File: src/rtl/mgt_01_alu_reservation_station_pkg.sv
// Shared types for the ALU reservation station: operation codes, data words,
// ROB tags, FU handshake state and the per-entry storage record.
// No logic lives here except the CDB capture helper used by dispatch and snoop.
package mgt_01_alu_reservation_station_pkg;

  localparam int RS_DEPTH_DEFAULT = 4;
  localparam int TAG_W_DEFAULT    = 4;
  localparam int DATA_W           = 32;

  // Storage width of every tag held inside an entry.
  typedef logic [TAG_W_DEFAULT-1:0] rob_tag_t;

  typedef enum logic {
    BUSY  = 1'b0,
    READY = 1'b1
  } fu_state_e;

  typedef enum logic [2:0] {
    ALU_ADD = 3'd0,
    ALU_SUB = 3'd1,
    ALU_AND = 3'd2,
    ALU_OR  = 3'd3,
    ALU_XOR = 3'd4,
    ALU_SLL = 3'd5,
    ALU_SRL = 3'd6,
    ALU_SLT = 3'd7
  } alu_ops_e;

  typedef logic [DATA_W-1:0] data_bus_t;

  // Same bits viewed raw (as carried on the CDB) or as a signed operand.
  typedef union packed {
    data_bus_t                 raw;
    logic signed [DATA_W-1:0]  s;
  } data_u;

  typedef struct packed {
    data_u    value;
    logic     ready;
    rob_tag_t tag;
  } operand_t;

  typedef struct packed {
    logic     valid;
    alu_ops_e ops;
    rob_tag_t rob_tag;
    operand_t a;
    operand_t b;
  } rs_entry_t;

  // A waiting operand picks up the broadcast value when its producer tag
  // matches; an operand that is already ready is left untouched.
  function automatic operand_t capture_operand(input operand_t  cur,
                                               input logic      cdb_vld,
                                               input rob_tag_t  cdb_tag,
                                               input data_bus_t cdb_dat);
    operand_t res;
    res = cur;
    if (!cur.ready && cdb_vld && (cur.tag == cdb_tag)) begin
      res.value.raw = cdb_dat;
      res.ready     = 1'b1;
    end
    return res;
  endfunction

endpackage

File: src/rtl/mgt_01_alu_reservation_station_picker.sv
// Lowest-index-first priority picker: one-hot grant of the lowest set request bit.
// Latency: purely combinational. Backpressure: none, the caller qualifies the grant.
// Ports: i_req request vector, o_gnt one-hot grant (zero when idle), o_vld any request.
module mgt_01_priority_picker
  import mgt_01_alu_reservation_station_pkg::*;
#(
  parameter int N = RS_DEPTH_DEFAULT
) (
  input  logic [N-1:0] i_req,
  output logic [N-1:0] o_gnt,
  output logic         o_vld
);

  // Two's complement isolates the lowest set bit: req & -req.
  assign o_gnt = i_req & (~i_req + N'(1));
  assign o_vld = |i_req;

endmodule

File: src/rtl/mgt_01_alu_reservation_station.sv
// ALU reservation station: holds dispatched ops until both operands are ready
// (captured from dispatch or CDB), then issues the lowest-index eligible entry.
// Latency: 2 edges dispatch-to-issue minimum. Backpressure: full_o stalls dispatch,
// fu_state_i=BUSY holds issue; flush_i drops everything at the next edge.
// Ports: clk_i/rst_n_i, dispatch_* (new op + operands), cdb_* (result broadcast),
// flush_i, fu_state_i (ALU can accept), full_o, issue_* / op_*_o / ops_o (to ALU).
module mgt_01_alu_reservation_station
  import mgt_01_alu_reservation_station_pkg::*;
#(
  parameter int RS_DEPTH = RS_DEPTH_DEFAULT,
  parameter int TAG_W    = TAG_W_DEFAULT
) (
  input  logic             clk_i,
  input  logic             rst_n_i,
  input  logic             dispatch_valid_i,
  input  alu_ops_e         dispatch_ops_i,
  input  logic [TAG_W-1:0] dispatch_rob_tag_i,
  input  data_u            dispatch_A_i,
  input  data_u            dispatch_B_i,
  input  logic             dispatch_A_rdy_i,
  input  logic             dispatch_B_rdy_i,
  input  logic [TAG_W-1:0] dispatch_A_tag_i,
  input  logic [TAG_W-1:0] dispatch_B_tag_i,
  input  logic             cdb_valid_i,
  input  logic [TAG_W-1:0] cdb_tag_i,
  input  data_bus_t        cdb_data_i,
  input  logic             flush_i,
  input  logic             fu_state_i,
  output logic             full_o,
  output logic             issue_valid_o,
  output data_u            op_A_o,
  output data_u            op_B_o,
  output alu_ops_e         ops_o,
  output logic [TAG_W-1:0] issue_rob_tag_o
);

  rs_entry_t           r_entries     [RS_DEPTH];
  rs_entry_t           w_entries_nxt [RS_DEPTH];
  rs_entry_t           w_new_entry;

  logic [RS_DEPTH-1:0] w_free_req;
  logic [RS_DEPTH-1:0] w_elig_req;
  logic [RS_DEPTH-1:0] w_free_gnt;
  logic [RS_DEPTH-1:0] w_issue_gnt;
  logic                w_free_any;
  logic                w_elig_any;
  logic                w_fu_ready;
  logic                w_do_dispatch;
  logic                w_do_issue;
  rob_tag_t            w_cdb_tag;

  // Fields of the entry chosen for issue.
  alu_ops_e            w_sel_ops;
  rob_tag_t            w_sel_tag;
  data_u               w_sel_a;
  data_u               w_sel_b;

  // Issue register.
  logic                r_issue_valid;
  alu_ops_e            r_ops;
  rob_tag_t            r_issue_tag;
  data_u               r_op_a;
  data_u               r_op_b;

  assign w_cdb_tag  = rob_tag_t'(cdb_tag_i);
  assign w_fu_ready = (fu_state_e'(fu_state_i) == READY);

  // Request vectors come from registered state only, so a CDB capture or a
  // dispatch in this cycle cannot make an entry eligible before the next one.
  always_comb begin
    w_free_req = '0;
    w_elig_req = '0;
    for (int i = 0; i < RS_DEPTH; i++) begin
      w_free_req[i] = ~r_entries[i].valid;
      w_elig_req[i] = r_entries[i].valid & r_entries[i].a.ready & r_entries[i].b.ready;
    end
  end

  mgt_01_priority_picker #(.N(RS_DEPTH)) u_free_picker (
    .i_req (w_free_req),
    .o_gnt (w_free_gnt),
    .o_vld (w_free_any)
  );

  mgt_01_priority_picker #(.N(RS_DEPTH)) u_issue_picker (
    .i_req (w_elig_req),
    .o_gnt (w_issue_gnt),
    .o_vld (w_elig_any)
  );

  // A slot freed by this cycle's issue is not visible here: full_o looks at
  // pre-edge state, so that slot becomes usable one cycle later.
  assign full_o        = ~w_free_any;
  assign w_do_dispatch = dispatch_valid_i & w_free_any;
  assign w_do_issue    = w_fu_ready & w_elig_any;

  // Incoming entry, with same-cycle CDB forwarding into a waiting operand.
  always_comb begin
    w_new_entry             = '0;
    w_new_entry.valid       = 1'b1;
    w_new_entry.ops         = dispatch_ops_i;
    w_new_entry.rob_tag     = rob_tag_t'(dispatch_rob_tag_i);
    w_new_entry.a.value     = dispatch_A_i;
    w_new_entry.a.ready     = dispatch_A_rdy_i;
    w_new_entry.a.tag       = rob_tag_t'(dispatch_A_tag_i);
    w_new_entry.b.value     = dispatch_B_i;
    w_new_entry.b.ready     = dispatch_B_rdy_i;
    w_new_entry.b.tag       = rob_tag_t'(dispatch_B_tag_i);
    w_new_entry.a = capture_operand(w_new_entry.a, cdb_valid_i, w_cdb_tag, cdb_data_i);
    w_new_entry.b = capture_operand(w_new_entry.b, cdb_valid_i, w_cdb_tag, cdb_data_i);
  end

  // One-hot grant, so at most one branch fires.
  always_comb begin
    w_sel_ops = ALU_ADD;
    w_sel_tag = '0;
    w_sel_a   = '0;
    w_sel_b   = '0;
    for (int i = 0; i < RS_DEPTH; i++) begin
      if (w_issue_gnt[i]) begin
        w_sel_ops = r_entries[i].ops;
        w_sel_tag = r_entries[i].rob_tag;
        w_sel_a   = r_entries[i].a.value;
        w_sel_b   = r_entries[i].b.value;
      end
    end
  end

  // Per-entry next state: snoop, then free on issue, then fill on dispatch.
  // The free-slot grant only ever points at an invalid entry, so the dispatch
  // write can never collide with the entry being issued.
  always_comb begin
    for (int i = 0; i < RS_DEPTH; i++) begin
      w_entries_nxt[i] = r_entries[i];
      if (r_entries[i].valid) begin
        w_entries_nxt[i].a = capture_operand(r_entries[i].a, cdb_valid_i, w_cdb_tag, cdb_data_i);
        w_entries_nxt[i].b = capture_operand(r_entries[i].b, cdb_valid_i, w_cdb_tag, cdb_data_i);
      end
      if (w_do_issue && w_issue_gnt[i]) begin
        w_entries_nxt[i].valid = 1'b0;
      end
      if (w_do_dispatch && w_free_gnt[i]) begin
        w_entries_nxt[i] = w_new_entry;
      end
    end
  end

  // Flush only needs to drop valid bits; stale payload is never observed.
  always_ff @(posedge clk_i or negedge rst_n_i) begin
    if (!rst_n_i) begin
      for (int i = 0; i < RS_DEPTH; i++) begin
        r_entries[i] <= '0;
      end
    end else if (flush_i) begin
      for (int i = 0; i < RS_DEPTH; i++) begin
        r_entries[i].valid <= 1'b0;
      end
    end else begin
      for (int i = 0; i < RS_DEPTH; i++) begin
        r_entries[i] <= w_entries_nxt[i];
      end
    end
  end

  // Payload registers only load on a real issue and otherwise hold their
  // last values, so the ALU side sees stable operands between pulses.
  always_ff @(posedge clk_i or negedge rst_n_i) begin
    if (!rst_n_i) begin
      r_issue_valid <= 1'b0;
      r_ops         <= ALU_ADD;
      r_issue_tag   <= '0;
      r_op_a        <= '0;
      r_op_b        <= '0;
    end else begin
      r_issue_valid <= w_do_issue & ~flush_i;
      if (w_do_issue && !flush_i) begin
        r_ops       <= w_sel_ops;
        r_issue_tag <= w_sel_tag;
        r_op_a      <= w_sel_a;
        r_op_b      <= w_sel_b;
      end
    end
  end

  assign issue_valid_o   = r_issue_valid;
  assign ops_o           = r_ops;
  assign issue_rob_tag_o = TAG_W'(r_issue_tag);
  assign op_A_o          = r_op_a;
  assign op_B_o          = r_op_b;

endmodule

File: config.mk
export PLATFORM = sky130hd
export DESIGN_NAME = mgt_01_alu_reservation_station
export DESIGN_NICKNAME = d
export VERILOG_FILES = /design/src/rtl/mgt_01_alu_reservation_station_pkg.sv /design/src/rtl/mgt_01_alu_reservation_station_picker.sv /design/src/rtl/mgt_01_alu_reservation_station.sv
export SDC_FILE = /design/constraint.sdc
export NUM_CORES = 1
export LEC_CHECK = 0
export CAP_MARGIN = 20
export CORE_MARGIN = 1.5
export CORE_UTILIZATION = 40
export CTS_CLUSTER_DIAMETER = 60
export DETAILED_ROUTE_END_ITERATION = 6
export PLACE_DENSITY = 0.55
export SYNTH_ARGS = -nofsm -noshare
export SYNTH_HDL_FRONTEND = slang
export SYNTH_SLANG_ARGS = --single-unit
export TNS_END_PERCENT = 5
File: constraint.sdc
create_clock -name clk_i -period 3.69 [get_ports clk_i]
set_input_delay 1.107 -clock clk_i [delete_from_list [all_inputs] [get_ports clk_i]]
set_output_delay 1.107 -clock clk_i [all_outputs]
set_load 0.005 [all_outputs]
=== Word level (Yosys, flattened, before mapping) ===
Cells that the tools add are included.

* Register bits: 400
* Input port bits: 123
* Output and inout bits: 73
* Logic and storage cells: 186

* Add/sub/neg operators: 2
* Equality and inequality tests: 10
* Muxes and demuxes: 42
* Bitwise logic cells: 21
* Reduce and logical (&&, ||, !) cells: 70

{| class="wikitable"
|+ Operator list
! kind !! number
|-
| $mux 33 || 10
|-
| $mux 82 || 4
|-
| $mux 74 || 4
|-
| $mux 32 || 8
|-
| $eq 4x4->1 || 10
|-
| $logic_and 1x1->1 || 29
|-
| $reduce_and 3->1 || 8
|-
| $reduce_bool 2->1 || 12
|-
| $mux 4 || 4
|-
| $mux 3 || 4
|-
| $reduce_bool 3->1 || 4
|-
| $and 1x1->1 || 11
|-
| $logic_not 1->1 || 11
|-
| $add 4x1->4 const B || 2
|-
| $and 4x4->4 || 2
|-
| $mux 1 || 8
|-
| $not 4->4 || 2
|-
| $reduce_and 2->1 || 4
|-
| $reduce_or 4->1 || 2
|-
| $not 1->1 || 6
|}

=== Longest topological paths before layout ===
Gate-level depths: netlist (run 1).

* Depth after elaboration: 9
* Depth in mapped cells: 9
* Gate-level depth less buffers: 5

=== Cells and area by module ===
From an unflattened synthesis (run 1), not the netlist that was laid out.

* Cells, all modules: 1,751
* Area, all modules: 20,314.5 um2

{| class="wikitable"
|+ Modules (own cells, without submodules)
! module !! instances !! cells each !! area each (um2) !! seq. area each (um2)
|-
| mgt_01_alu_reservation_station || 1 || 1,741 || 20,239.4 || 10,009.6
|-
| mgt_01_priority_picker || 2 || 5 || 37.5 || 0.0
|}

=== Worst setup path after synthesis (run 1) ===
No wires, ideal clock.

* Path type: in2reg
* From: in cdb_tag_i[3]
* To: reg r_entries[290] (netlist name)
* Setup time: 0.125 ns
* Data arrival time: 2.689 ns
* Required time: 3.565 ns
* Slack: 0.877 ns
* Cell stages on the path: 7
* Path buffers: 2
* Cell sequence: buf_4 -> xnor2_1 -> nand3_1 -> o21ai_2 -> buf_2 -> mux2_2 -> mux2_2

* Cells in the longest elaborated chain, start to end: 4
* Elaborated cells on any way between the ends: 8
* Those cells by class: eq/ne: 2; mux: 2; reduce/logical: 4

{| class="wikitable"
|+ RTL lines
! what !! RTL line !! text
|-
| from (decl) || mgt_01_alu_reservation_station.sv:25 || <nowiki>input logic [TAG_W-1:0] cdb_tag_i,</nowiki>
|-
| $eq 4x4->1 || mgt_01_alu_reservation_station_pkg.sv:59 || <nowiki>if (!cur.ready && cdb_vld && (cur.tag == cdb_tag)) begin</nowiki>
|-
| $logic_and 1x1->1 || mgt_01_alu_reservation_station_pkg.sv:59 ||
|-
| $reduce_bool 2->1 (no source line) or $mux 33 (tied branches) || n/a ||
|-
| $reduce_and 3->1 (no source line) or $mux 82 (tied branches) || n/a ||
|-
| to (signal, indexed assignment) || mgt_01_alu_reservation_station.sv:160 || <nowiki>r_entries[i] <= w_entries_nxt[i];</nowiki>
|-
| to (decl) || mgt_01_alu_reservation_station.sv:37 || <nowiki>rs_entry_t r_entries [RS_DEPTH];</nowiki>
|}

Parallel ways exist; a longest one is shown, timed or not.
A chain may end at the register's enable or synchronous reset.

=== Final worst setup path (run 1) ===
* From: reg r_entries[327] (netlist name)
* To: out full_o

* Cells in the longest elaborated chain, start to end: 3

{| class="wikitable"
|+ RTL lines
! what !! RTL line !! text
|-
| $not 1->1 || mgt_01_alu_reservation_station.sv:74 || <nowiki>w_free_req[i] = ~r_entries[i].valid;</nowiki>
|-
| $reduce_or 4->1 || mgt_01_alu_reservation_station_picker.sv:16 || <nowiki>assign o_vld = |i_req;</nowiki>
|-
| $not 1->1 || mgt_01_alu_reservation_station.sv:93 || <nowiki>assign full_o = ~w_free_any;</nowiki>
|-
| to (decl) || mgt_01_alu_reservation_station.sv:29 || <nowiki>output logic full_o,</nowiki>
|}

No other way between the ends.

==> results.py, run 1 <==
metrics = {
    "yosys": {
        "synth_area_mm2": 0.0202,
        "synth-edff-count": 0,
        "syn_nets": 2069,
        "ys_ff_latch": 400,
        "yosysSeqAreaShare_pct": 49.5,
        "synth-async-reset-ratio_pct": 100,
        "yosys_warnings": 0,
        "synth_ff_type": "dfrtp_1",
        "ys_types": 47,
        "syn_avg_cell_area_um2": 10.4,
        "postSynthCellCount": 1946,
    },
    "cells_and_area": {
        "drive_gt1_share_pct": 15.8,
        "syn2layout_area_growth_pct": 23.4,
        "nFillCells": 4663,
        "fin_cells": 2824,
        "final_nets": 2239,
        "final_area_mm2": 0.0250,
        "final_util_pct": 49.8,
    },
    "timing": {
        "tns_ps": 0,
        "min_period_ps": 3310,
        "fmax_mhz": 302,
        "drv_slew": 0,
        "rsz0062_at_grt": "no",
        "worst_pin_slew_ps": 1050,
        "finalHoldViolations": 0,
        "slew_headroom_pct": 29.6,
        "finalCritPeriodShare_pct": 89.8,
        "finalSetupViolCount": 0,
        "fin_skew_ps": 20.8,
        "fin_hold_ws_ps": 473,
    },
    "grt": {
        "track_usage_pct": 25.4,
        "grt_max_degree": 89,
        "grt_overflow": 0,
        "antenna_found_initial": 4,
        "grt_pass1_wl_um": 101000,
        "grt_pass1_vias": 15892,
    },
    "min_path": {
        "hold-path-endpoint": "r_entries[157]$_DFFE_PN0P_",
        "hp-start": "r_entries[157]$_DFFE_PN0P_",
        "hold_class": "reg -> reg",
        "holdPathStages": 2,
    },
    "drt": {
        "avgViaCountPerCell": 5.52,
        "ant_nets": 0,
        "drc": 0,
        "dr.max_layer_used": "met5",
        "wl_um": 65700,
        "drt-pass1-iter-count": 6,
        "wl_met1_um": 29700,
        "num_vias": 15585,
        "met3WireLength_um": 3360,
        "route.met2.wl_um": 31200,
        "drtIter0Drc": 1212,
        "wl_per_cell_um": 23.3,
    },
    "worst_setup_path": {
        "max_stage_delay_ps": 710,
        "worstReg2RegEnd": "ops_o[0]$_DFFE_PN0P_",
        "path_max_fanout": 14,
        "r2r_slack_ps": 990,
        "cp_cell_sequence": "and4_1, clkdlybuf4s50_1",
        "path_delay_family": "flip-flops",
        "worstReg2RegStart": "r_entries[327]$_DFFE_PN0P_",
        "cp-start-kind": "register",
        "reg2regPathDepth": 6,
        "cp-end-kind": "output pin",
        "cp_data_required_time_ps": 2580,
        "slowest_stage": "dfrtp_1",
        "worstSetupPathType": "reg -> out",
        "cp.arrival_ps": 2210,
        "crit_buf_inv": 1,
    },
    "pwr": {
        "power.density_mw_per_mm2": 573,
        "p_leak_nw": 11.2,
        "peakVddDrop_v": 0.000289,
    },
    "place": {
        "hpwl_um": 40400,
        "placed_cells": 2738,
        "port_buffers": 195,
        "place_congestion": 0.853,
        "dpl_cell_area_mm2": 0.0234,
    },
    "clock_tree": {
        "post-cts-setup-buffers": 0,
        "cts.repair.resized": 0,
        "clk_path_buf_depth": 3,
        "cts_root_buf": "clkbuf_16",
        "cts_tree": "yes",
        "htree_levels": 2,
        "holdBufCountCts": 0,
        "clkSinkCount": 400,
        "clk-insertion-delay-late_ps": 590,
        "numCtsBuffers": 48,
        "clkSlewWorstSetupHoldPaths_ps": 60,
    },
    "floorplan": {
        "die_area_mm2": 0.0519,
        "initial_core_util_pct": 40.4,
        "die_y_um": 228,
        "die_x_um": 228,
        "coreArea_mm2": 0.0501,
        "num_io_pins": 196,
        "num_rows": 82,
    },
    "run_status": {
        "outcome": "complete, no violations",
    },
    "job": {
        "cap_violations": 0,
    },
}
==> placed cells by master (no fill, tap or decap), types with 9 or more instances in the layout <==
| cell | n |
|---|---|
| o21ai_0 | 141 |
| buf_12 | 25 |
| clkbuf_8 | 16 |
| mux2_2 | 102 |
| mux2i_1 | 192 |
| inv_1 | 13 |
| clkdlybuf4s50_1 | 194 |
| nand2_1 | 173 |
| a21o_1 | 53 |
| dfrtp_1 | 400 |
| a31oi_1 | 54 |
| buf_4 | 48 |
| xnor2_1 | 30 |
| clkbuf_1 | 10 |
| a21oi_1 | 153 |
| o211ai_1 | 53 |
| mux2_4 | 60 |
| a221oi_1 | 18 |
| clkbuf_16 | 49 |
| nor2_1 | 262 |
| mux2_1 | 9 |
| a2bb2oi_1 | 18 |
==> per-stage QoR <==
stage	power, W	worst slack (ps)
2_1_floorplan	0.00772	877
3_3_place_gp	0.00949	220
3_5_place_dp	0.00957	176
4_1_cts	0.0144	375
5_1_grt	0.0150	343
6_report	0.0143	378
==> final cells by class <==
type                       count  area (um2)  area share [%]
tap                          672         841            3.37
clock buffer                  75        1480            5.95
sequential                   400       10000            40.1
multi-input combinational   1385        9640            38.6
timing repair buffer         268        2820            11.3
antenna                        1        2.50          0.0100
inverter                      13        48.8           0.196
clock inverter                10         110           0.441
==> cell usage after synthesis, drive strengths merged, types with 2 or more instances <==
| master | number | area share (%) |
|---|---|---|
| a222oi | 2 | 0.099 |
| a22oi | 4 | 0.15 |
| buf | 83 | 2.4 |
| o211ai | 53 | 2.0 |
| dfrtp | 400 | 49 |
| a221oi | 18 | 0.78 |
| mux2i | 192 | 9.5 |
| a31oi | 54 | 1.7 |
| xor2 | 4 | 0.17 |
| nand2 | 173 | 3.2 |
| nor2 | 264 | 4.9 |
| nand2b | 3 | 0.093 |
| and3 | 3 | 0.093 |
| and4 | 2 | 0.087 |
| nand4 | 7 | 0.22 |
| nor2b | 3 | 0.093 |
| nand3 | 8 | 0.20 |
| o31a | 2 | 0.087 |
| a21oi | 159 | 4.1 |
| a21o | 53 | 2.0 |
| inv | 13 | 0.24 |
| o2111a | 2 | 0.11 |
| o31ai | 3 | 0.11 |
| mux2 | 171 | 11 |
| clkbuf | 65 | 1.2 |
| xnor2 | 30 | 1.3 |
| nand3b | 2 | 0.074 |
| a2bb2oi | 18 | 0.78 |
| o32ai | 2 | 0.087 |
| o21ai | 145 | 3.7 |
==> worst max path at each step <==
stage | from | endpoint | depth (start not counted)
after floorplan | cdb_tag_i[3] | r_entries[290]$_DFFE_PN0P_ | 7
after global placement | cdb_tag_i[0] | r_entries[251]$_DFFE_PN0P_ | 7
after detailed placement | cdb_tag_i[0] | r_entries[290]$_DFFE_PN0P_ | 7
after CTS | r_entries[327]$_DFFE_PN0P_ | full_o | 2
after global routing | r_entries[327]$_DFFE_PN0P_ | full_o | 2
final | r_entries[327]$_DFFE_PN0P_ | full_o | 2
==> cells by family (layout without fill, tap and decap cells) <==
family | after synthesis | count (layout) | synth area share, %
xor+xnor | 34 | 34 | 1.47
buf+inv | 161 | 366 | 3.85
mux | 363 | 363 | 20.1
flops | 400 | 400 | 49.5
other cells | 0 | 1 | 0
compound gates | 519 | 519 | 15.8
simple gates | 469 | 469 | 9.30
==> state kept, by name, summed over array words and instances, names as in the netlist <==
signal	flops
ops_o	3
issue_valid_o	1
r_entries	328
op_A_o	32
issue_rob_tag_o	4
op_B_o	32
==> per-layer routing <==
metal | up-vias | GRT usage, %
met2 | 411 | 41.5
met4 | 2 | 7.26
li1 | 7226 | -
met3 | 85 | 3.76
met5 | - | 0
met1 | 7861 | 35.0
==> report_power, final <==
part / switching (W) / internal (W) / total (W)
Clock: 0.00192 / 0.00289 / 0.00480
Combinational: 0.00147 / 0.00186 / 0.00334
Sequential: 0.000704 / 0.00545 / 0.00615
==> worst reg2reg max path, delay by kind of cell (launching register included) <==
kind            cells  cell delay [ps]
buf+inv             1              330
flops               1              710
simple gates        3             1010
compound gates      2              540
Note: power is estimated with default switching activity, not from simulation.
==> inputs of run 2 (changes only) <==
--- a/config.mk
+++ b/config.mk
@@ -13,5 +13,6 @@
 export PLACE_DENSITY = 0.55
 export SYNTH_ARGS = -nofsm -noshare
 export SYNTH_HDL_FRONTEND = slang
+export SYNTH_HIERARCHICAL = 1
 export SYNTH_SLANG_ARGS = --single-unit
 export TNS_END_PERCENT = 5
==> run 2 against run 1 <==
Via count shrank 7.4%. Sequential share of layout area grew 0.11 points. Power shrank 4.7%. Hold slack lost 68 ps. Critical endpoint unchanged. Highest routed layer unchanged.
==> results.py, run 2 <==
metrics = {
    "pwr": {
        "peakVddDrop_v": 0.000307,
        "power.density_mw_per_mm2": 548,
        "p_int_w": 0.00993,
        "power.total_w": 0.0136,
        "p_leak_nw": 10.7,
        "p_clk_share_pct": 33.8,
        "pwr-share-seq_pct": 44.1,
        "swShare_pct": 27.1,
        "p_sw_w": 0.00370,
        "pwr-share-comb_pct": 22.1,
    },
    "yosys": {
        "synth-async-reset-ratio_pct": 100,
        "syn_nets": 1874,
        "yosys_warnings": 6,
        "synth.most_common_cell": "dfrtp_1",
        "yosysSeqAreaShare_pct": 49.3,
        "netlist_top_cells_area": "dfrtp_1, mux2_2, mux2_1",
        "synth_largest_area_cell": "dfrtp_1",
        "synth_area_mm2": 0.0203,
        "postSynthCellCount": 1751,
        "synth_ff_type": "dfrtp_1",
        "synth_top_cell_area_share_pct": 49.3,
        "syn_avg_cell_area_um2": 11.6,
        "synth_commonest_cells": "dfrtp_1, mux2_2, a21oi_1",
        "ys_ff_latch": 400,
        "ys_types": 47,
        "synth-edff-count": 0,
    },
    "worst_setup_path": {
        "reg2regPathDepth": 8,
        "cp-start-kind": "register",
        "path_max_fanout": 8,
        "cp.arrival_ps": 2420,
        "worstReg2RegEnd": "op_A_o[30]$_DFFE_PN0P_",
        "r2r_slack_ps": 890,
        "worstSetupPathType": "reg -> out",
        "worstReg2RegStart": "r_entries[163]$_DFFE_PN0P_",
        "cp-end-kind": "output pin",
        "cp_data_required_time_ps": 2580,
    },
    "cells_and_area": {
        "largest_reg_flops": 328,
        "nFillCells": 4530,
        "final_area_mm2": 0.0249,
        "syn2layout_area_growth_pct": 22.5,
        "final_cell_mix": "dfrtp_1, mux2_2, a21oi_1, clkdlybuf4s50_1, mux2_1",
        "regMostFlops": "r_entries",
        "final_common_cell": "dfrtp_1",
        "final_nets": 2048,
        "drive_gt1_share_pct": 23.2,
    },
    "clock_tree": {
        "clkSinkCount": 400,
        "numCtsBuffers": 46,
        "post-cts-setup-buffers": 0,
        "holdBufCountCts": 0,
        "cts.repair.resized": 0,
        "clkSlewWorstSetupHoldPaths_ps": 60,
        "clk_path_buf_depth": 3,
        "htree_levels": 2,
        "clk-insertion-delay-late_ps": 590,
        "cts_tree": "yes",
        "cts_root_buf": "clkbuf_16",
    },
    "timing": {
        "worst_pin_slew_ps": 775,
        "setup_slack_ps": 165,
        "fmax_mhz": 284,
        "slew_headroom_pct": 48.1,
        "fin_skew_ps": 20.5,
        "finalSetupViolCount": 0,
        "tns_ps": 0,
        "rsz0062_at_grt": "no",
        "min_period_ps": 3520,
        "finalCritPeriodShare_pct": 95.5,
        "finalHoldViolations": 0,
        "drv_slew": 0,
    },
    "drt": {
        "drc": 0,
        "drtIter0Drc": 894,
        "wl_um": 57900,
        "num_vias": 14427,
        "wl_per_cell_um": 22.0,
        "avgViaCountPerCell": 5.49,
        "drt-pass1-iter-count": 5,
        "ant_nets": 0,
    },
    "place": {
        "port_buffers": 195,
        "dpl_worst_slack_ps": 62.3,
        "dpl_cell_area_mm2": 0.0234,
        "hpwl_um": 36200,
        "place_congestion": 0.811,
    },
    "grt": {
        "grt_max_degree": 115,
        "track_usage_pct": 22.4,
        "grt_pass1_vias": 15109,
        "antenna_found_initial": 3,
        "grt_pass1_wl_um": 91300,
        "grt_overflow": 0,
        "grt_busiest_layer": "met2",
        "global_route.usage.met1_pct": 30.9,
        "use_met3_pct": 3.56,
        "grtUsageMet2_pct": 37.0,
    },
    "floorplan": {
        "coreArea_mm2": 0.0502,
        "initial_core_util_pct": 40.5,
        "num_io_pins": 196,
        "die_y_um": 228,
        "die_x_um": 228,
        "num_rows": 82,
        "die_area_mm2": 0.0521,
    },
    "run_status": {
        "outcome": "complete, no violations",
    },
    "job": {
        "cap_violations": 0,
    },
    "min_path": {
        "hold_class": "in -> async",
    },
}
==> run 2: cell count changes in the layout (fill, tap and decap cells not counted), sizes merged, moves of 53 or more <==
cell,delta
a21o,-53
a21oi,+54
a31oi,-53
mux2,+265
mux2i,-128
nand2,-152
nor2,-124
nor2b,+71
nor3,+76
o21ai,-137
==> run 2: metrics by stage <==
| stage | instances | hold WS (ps) | utilization, % |
|---|---|---|---|
| after global routing | 2629 | 408 | 49.6 |
| final | 2630 | 406 | 49.6 |
| after detailed placement | 2549 | 490 | 46.6 |
| after floorplan | 1751 | 465 | - |
| after CTS | 2629 | 397 | 49.6 |
| after global placement | 2549 | 480 | 46.6 |
==> run 2: cells by family (layout without fill, tap and decap cells) <==
kind of cell / after synthesis / in the layout / synth area share (%)
AND/OR/NAND/NOR: 343 / 343 / 8.28
XOR/XNOR: 37 / 37 / 1.63
AO/OA/AOI/OAI: 317 / 317 / 9.84
flip-flops: 400 / 400 / 49.3
other: 0 / 1 / 0
buffers and inverters: 154 / 360 / 3.63
multiplexers: 500 / 500 / 27.3
==> run 2: worst max-delay path, cell delays in order, from the launching register on <==
cell and delay [ps]:
dfrtp_1 370, inv_1 140, or4_1 640, inv_1 160, clkdlybuf4s50_1 520
==> run 2: worst max-delay path by stage <==
stage | from | end | slack, ps | depth (start not counted)
5_1_grt | r_entries[327]$_DFFE_PN0P_ | full_o | 50 | 4
3_5_place_dp | cdb_valid_i | r_entries[53]$_DFFE_PN0P_ | 60 | 7
4_1_cts | r_entries[327]$_DFFE_PN0P_ | full_o | 160 | 4
3_3_place_gp | cdb_valid_i | r_entries[55]$_DFFE_PN0P_ | 90 | 7
6_report | r_entries[327]$_DFFE_PN0P_ | full_o | 170 | 4
2_1_floorplan | cdb_tag_i[0] | r_entries[299]$_DFFE_PN0P_ | 830 | 7
==> run 2: layout make-up <==
| class | instances | area, um2 | area share (%) |
|---|---|---|---|
| clock buffer | 69 | 1340 | 5.39 |
| clock inverter | 11 | 155 | 0.624 |
| multi-input combinational | 1197 | 9680 | 38.9 |
| sequential | 400 | 10000 | 40.2 |
| inverter | 14 | 52.6 | 0.211 |
| tap | 672 | 841 | 3.38 |
| antenna | 1 | 2.50 | 0.0101 |
| timing repair buffer | 266 | 2800 | 11.3 |
==> run 2: power groups by stage <==
stage	clock, W	sequential (W)	combinational, W
global route	0.00491	0.00615	0.00332
floorplan	0	0.00596	0.00149
detailed placement	0	0.00608	0.00304
global placement	0	0.00605	0.00298
CTS	0.00473	0.00601	0.00305
finish	0.00461	0.00601	0.00301
==> run 2: per-layer routing <==
metal,wire length [um],share of wire [%]
met5,39,0.067
met4,1020,1.8
met3,2220,3.8
met2,27700,48
met1,26900,46
==> inputs of run 3 (changes only) <==
==> constraint.sdc (replaced) <==
create_clock -name clk_i -period 3.69 [get_ports clk_i]
set_input_delay 1.107 -clock clk_i [delete_from_list [all_inputs] [get_ports clk_i]]
set_output_delay 1.107 -clock clk_i [all_outputs]
set_load 0.01 [all_outputs]
==> results of run 3 <==
Same layout as run 2 (identical final DEF). Status: complete, no violations.
Main changes from that run: setup slack after layout 165 ps -> 130 ps; total power 0.0136 W -> 0.0138 W; worst IR drop on VDD 0.000307 V -> 0.000313 V
